File: config.mk
export PLATFORM = sky130hd
export DESIGN_NAME = branch_resolve_queue
export DESIGN_NICKNAME = d
export VERILOG_FILES = /design/src/rtl/branch_resolve_queue.sv
export SDC_FILE = /design/constraint.sdc
export NUM_CORES = 1
export LEC_CHECK = 0
export BUFFER_PORTS_ARGS = -buffer_cell sky130_fd_sc_hd__buf_2
export CORE_MARGIN = 2
export CORE_UTILIZATION = 55
export CTS_CLUSTER_SIZE = 16
export DETAILED_ROUTE_END_ITERATION = 8
export PLACE_DENSITY = 0.76
export REMOVE_ABC_BUFFERS = 1
export SKIP_LAST_GASP = 1
export SLEW_MARGIN = 25
export SYNTH_ARGS = -nofsm -noshare
export SYNTH_HDL_FRONTEND = slang
export SYNTH_SLANG_ARGS = --single-unit
File: constraint.sdc
create_clock -name clk -period 5.32 [get_ports clk]
set_clock_uncertainty 0.15 [all_clocks]
set_input_delay 1.064 -clock clk [delete_from_list [all_inputs] [get_ports clk]]
set_output_delay 1.064 -clock clk [all_outputs]
set_load 0.05 [all_outputs]
File: src/rtl/branch_resolve_queue.sv
// branch_resolve_queue: in-order retirement tracker for predicted branches.
// Decode allocates at the tail, execute resolves by tag in any order, and the
// head retires once resolved, driving the predictor update and mispredict flush.
module branch_resolve_queue #(
    parameter int unsigned DEPTH = 8,
    parameter int unsigned TAG_W = 3
) (
    input  logic             clk,
    input  logic             rst,
    input  logic             alloc_valid,
    input  logic [15:0]      alloc_pc,
    input  logic             alloc_pred,
    input  logic [15:0]      alloc_target,
    output logic             alloc_ready,
    output logic [TAG_W-1:0] alloc_tag,
    input  logic             res_valid,
    input  logic [TAG_W-1:0] res_tag,
    input  logic             res_taken,
    input  logic [15:0]      res_target,
    output logic             old_br_rectify,
    output logic             old_br_result,
    output logic [15:0]      old_br_pc,
    output logic             flush_valid,
    output logic [15:0]      flush_pc,
    output logic [TAG_W-1:0] flush_tag
);

    localparam int unsigned PC_W  = 16;
    localparam int unsigned CNT_W = TAG_W + 1;

    // Control state (reset)
    logic [DEPTH-1:0] valid_q;
    logic [DEPTH-1:0] resolved_q;
    logic [TAG_W-1:0] head_q;
    logic [TAG_W-1:0] tail_q;
    logic [CNT_W-1:0] count_q;

    // Payload state (qualified by valid/resolved, no reset needed)
    logic [DEPTH-1:0] pred_q;
    logic [DEPTH-1:0] taken_q;
    logic [PC_W-1:0]  pc_q          [DEPTH];
    logic [PC_W-1:0]  pred_target_q [DEPTH];
    logic [PC_W-1:0]  target_q      [DEPTH];

    logic            retire;
    logic            head_mispredict;
    logic            retire_mispredict;
    logic            alloc_fire;
    logic            res_fire;
    logic            head_taken;
    logic [PC_W-1:0] head_pc;
    logic [PC_W-1:0] correct_pc;

    // Head retire decision and allocation handshake, from registered state only
    always_comb begin
        retire            = 1'b0;
        head_mispredict   = 1'b0;
        retire_mispredict = 1'b0;
        head_taken        = taken_q[head_q];
        head_pc           = pc_q[head_q];
        correct_pc        = head_pc + PC_W'(1);
        alloc_ready       = 1'b0;
        alloc_tag         = tail_q;
        alloc_fire        = 1'b0;
        res_fire          = 1'b0;

        retire = valid_q[head_q] && resolved_q[head_q];
        head_mispredict = (head_taken != pred_q[head_q]) ||
                          (head_taken && pred_q[head_q] &&
                           (target_q[head_q] != pred_target_q[head_q]));
        retire_mispredict = retire && head_mispredict;
        if (head_taken) begin
            correct_pc = target_q[head_q];
        end
        alloc_ready = (count_q != CNT_W'(DEPTH)) && !retire_mispredict;
        alloc_fire  = alloc_valid && alloc_ready;
        res_fire    = res_valid && valid_q[res_tag] && !retire_mispredict;
    end

    // Entry flags, pointers and occupancy
    always_ff @(posedge clk) begin
        if (rst) begin
            valid_q    <= '0;
            resolved_q <= '0;
            head_q     <= '0;
            tail_q     <= '0;
            count_q    <= '0;
        end else if (retire_mispredict) begin
            valid_q    <= '0;
            resolved_q <= '0;
            head_q     <= '0;
            tail_q     <= '0;
            count_q    <= '0;
        end else begin
            if (res_fire) begin
                resolved_q[res_tag] <= 1'b1;
            end
            if (retire) begin
                valid_q[head_q] <= 1'b0;
                head_q          <= head_q + TAG_W'(1);
            end
            if (alloc_fire) begin
                valid_q[tail_q]    <= 1'b1;
                resolved_q[tail_q] <= 1'b0;
                tail_q             <= tail_q + TAG_W'(1);
            end
            if (alloc_fire && !retire) begin
                count_q <= count_q + CNT_W'(1);
            end else if (!alloc_fire && retire) begin
                count_q <= count_q - CNT_W'(1);
            end
        end
    end

    // Entry payload capture on allocate and resolve
    always_ff @(posedge clk) begin
        if (alloc_fire) begin
            pc_q[tail_q]          <= alloc_pc;
            pred_q[tail_q]        <= alloc_pred;
            pred_target_q[tail_q] <= alloc_target;
        end
        if (res_fire) begin
            taken_q[res_tag]  <= res_taken;
            target_q[res_tag] <= res_target;
        end
    end

    // Predictor update and flush strobes, data held between pulses
    always_ff @(posedge clk) begin
        if (rst) begin
            old_br_rectify <= 1'b0;
            old_br_result  <= 1'b0;
            old_br_pc      <= '0;
            flush_valid    <= 1'b0;
            flush_pc       <= '0;
            flush_tag      <= '0;
        end else begin
            old_br_rectify <= retire;
            flush_valid    <= retire_mispredict;
            if (retire) begin
                old_br_result <= head_taken;
                old_br_pc     <= head_pc;
            end
            if (retire_mispredict) begin
                flush_pc  <= correct_pc;
                flush_tag <= head_q;
            end
        end
    end

endmodule

==> impl_metrics.yaml <==
status:
  status: "completed"
clock_network:
  cts_resized: 0
  clk_latency_ps: 550
  hold_buffers: 0
  clockRootBuffer: "clkbuf_16"
  cts.clk_slew.worst_paths_ps: 60
  cts_buffer_depth: 3
  cts_tree: "yes"
  numCtsBuffers: 46
  clock_sinks: 467
  cts.htree.levels: 2
  cts_setup_buffers: 0
yosys:
  syn_inst: 1121
  yosysWarningCount: 0
  synth_edf_count: 400
  synth_area_leaders: "edfxtp_1 (64%), mux4_2 (9.1%), dfxtp_1 (7.1%)"
  avgSynthCellArea_um2: 16.9
  netlist_area_um2: 18900
  synthArstFlopShare_pct: 0
  synth_common_cells: "edfxtp_1 (400), nor2_1 (82), mux4_2 (76), dfxtp_1 (67), xnor2_1 (56)"
  synthFlopType: "edfxtp_1"
  yosysSeqAreaShare_pct: 70.6
  synth_top_area_share_pct: 63.5
  ys_seq_elements: 467
  synth_most_common_cell: "edfxtp_1"
  synth_area_leader_cell: "edfxtp_1"
  yosysUniqueCellTypes: 56
critical_path:
  cp-end-kind: "output port"
  worstPathRequired_ps: 4110
  path_delay_family: "flip-flops"
  crit_type: "reg2out"
  cpMostUsedCell: "nor2_1"
  max_stage_delay_ps: 820
  rr_worst_depth: 9
  cp_num_buf_inv: 1
  cp_data_arrival_time_ps: 3920
  r2r-end: "taken_q[4]$_DFFE_PP_"
  cp_max_fo: 40
  path_cells: "mux4_2, nor2_1, xnor2_1, o31ai_1, nor4b_4, a311oi_4, nor2_1, buf_2"
  r2r_setup_slack_ps: 460
  start_kind: "flop"
  cpMaxStageDelayCell: "dfxtp_4"
power:
  total_power_w: 0.00822
  p_sw_w: 0.00177
  ir_drop_uv: 347
  combPwrFrac_pct: 7.0
  power_density_nw_per_um2: 379
  seq_power_share_pct: 50.8
  pwr-share-clk_pct: 42.1
  internal_power_w: 0.00645
  p_leak_nw: 7.08
  p_sw_share_pct: 21.6
floorplanning:
  die-area_um2: 35900
  io_pins: 99
  fp-row-count: 67
  die-width_um: 189
  fp.dieH_um: 189
  initial_core_util_pct: 56.1
  core_area_um2: 33700
run:
  maxCapViolCount: 0
routing:
  drc: 0
  antenna_left: 0
  vias: 10720
  wl_per_cell_um: 26.3
  viasPerCell: 6.18
  drt_iter0_markers: 1190
  drt_first_pass_iters: 5
  wl_um: 45500
timing:
  grt_setup_unrepaired: "false"
  fmax_mhz: 195
  setup_viol: 0
  hold_viol_final: 0
  report.final.slew_viol_count: 0
  worstMarginPinSlew_ps: 1010
  whs_ps: 331
  timing.setup.tns_ps: 0
  finalCritPeriodShare_pct: 96.4
  finalCriticalPeriod_ps: 5130
  relSlewSlack_pct: 32.0
global_routing:
  grt_max_degree: 47
  grt_pass1_wl_um: 67200
  grt_pass1_vias: 10749
  antenna_found_initial: 1
  grt_use_total_pct: 25.6
  grt_overflow_total: 0
finish:
  synthToLayoutAreaGrowth_pct: 14.7
  nets: 1314
  drive_gt1_share_pct: 25.1
  n_fill_cell: 2370
min_path:
  hold_depth: 2
  min_from: "valid_q[5]$_SDFF_PP0_"
  holdPathEnd: "valid_q[5]$_SDFF_PP0_"
  hold_class: "reg2reg"
placement:
  dp_hpwl_um: 28700
  gp_congestion: 0.852
  io_buffers: 98
## worst max-delay path by stage
stage / from / end / depth (start not counted)
final: flop / alloc_ready / 8
after floorplan: flop / alloc_ready / 5
after detailed placement: flop / pred_target_q[1][13]$_DFFE_PP_ / 9
after global routing: flop / alloc_ready / 8
after global placement: flop / pred_target_q[1][13]$_DFFE_PP_ / 9
after CTS: flop / alloc_ready / 8
## flip-flops by register name (all words and copies together), names as in the netlist, named ones only
register / count
flush_pc: 16
taken_q: 8
old_br_result: 1
pred_target_q: 128
valid_q: 8
resolved_q: 8
flush_tag: 3
target_q: 128
old_br_pc: 16
alloc_tag: 3
pred_q: 8
flush_valid: 1
pc_q: 128
head_q: 3
old_br_rectify: 1
count_q: 4
## worst register-to-register path, cell delays in order (launching register included)
cell	delay [ps]
dfxtp_4	820
mux4_2	600
nor2_1	160
xnor2_1	100
o31ai_1	550
nor4b_4	420
a311oi_4	190
nand2b_1	330
nor3_2	810
buf_4	390
## per-layer routing
metal | track usage, % | vias up | part of all wire (%)
li1 | - | 4621 | -
met1 | 35.7 | 5443 | 40
met2 | 40.0 | 559 | 48
met3 | 5.28 | 97 | 8.6
met4 | 10.2 | 0 | 3.6
met5 | 0 | - | 0
## power groups by stage
| stage | registers, W | clock network (W) | logic [W] |
|---|---|---|---|
| after floorplan | 0.00426 | 0 | 0.000326 |
| after global placement | 0.00425 | 0 | 0.000552 |
| after detailed placement | 0.00426 | 0 | 0.000564 |
| after CTS | 0.00418 | 0.00349 | 0.000570 |
| after global routing | 0.00419 | 0.00363 | 0.000622 |
| final | 0.00418 | 0.00346 | 0.000579 |
## cell type report
type,count,area [µm²],share of cell area (%)
Sequential cell,467,13400,61.6
Multi-Input combinational cell,586,5260,24.3
Clock buffer,53,1220,5.62
Timing Repair Buffer,136,813,3.75
Tap cell,448,561,2.59
Clock inverter,30,414,1.91
Inverter,12,45.0,0.208
Antenna cell,2,5.00,0.0231
## cell usage in the layout, fill, tap and decap left out, types with 8 or more instances in the layout
master / count
nor2_1: 68
buf_2: 98
edfxtp_1: 400
a21oi_1: 28
a211oi_1: 22
nor2_4: 8
nand2_1: 53
bufinv_16: 10
mux4_2: 76
xnor2_1: 56
nand4_1: 10
clkinv_1: 9
nor2b_1: 8
dfxtp_1: 64
a22oi_1: 10
clkbuf_16: 46
nand3_1: 19
xor2_1: 42
buf_4: 35
o21ai_0: 22
inv_1: 10
mux2i_1: 43
nor3_1: 9
clkinv_2: 8
## per-stage QoR
stage	cell area (µm²)	std cells	worst slack (ps)	util [%]
after floorplan	18600	1065	-1400	-
after global placement	20000	1648	614	59.4
after detailed placement	20000	1648	521	59.4
after CTS	21700	1731	159	64.2
after global routing	21700	1732	62.2	64.3
final	21700	1734	190	64.3
## kinds of logic after synthesis
group                    Yosys count  share of synthesized area (%)
flip-flops                       467                           70.6
multiplexers                     121                           11.4
buffers and inverters             68                           2.01
XOR/XNOR                          98                           4.54
AND/OR/NAND/NOR                  228                           5.99
adder cells (fa/ha/maj)            8                          0.569
AO/OA/AOI/OAI                    131                           4.81
Power figures use the tool's default switching activity.
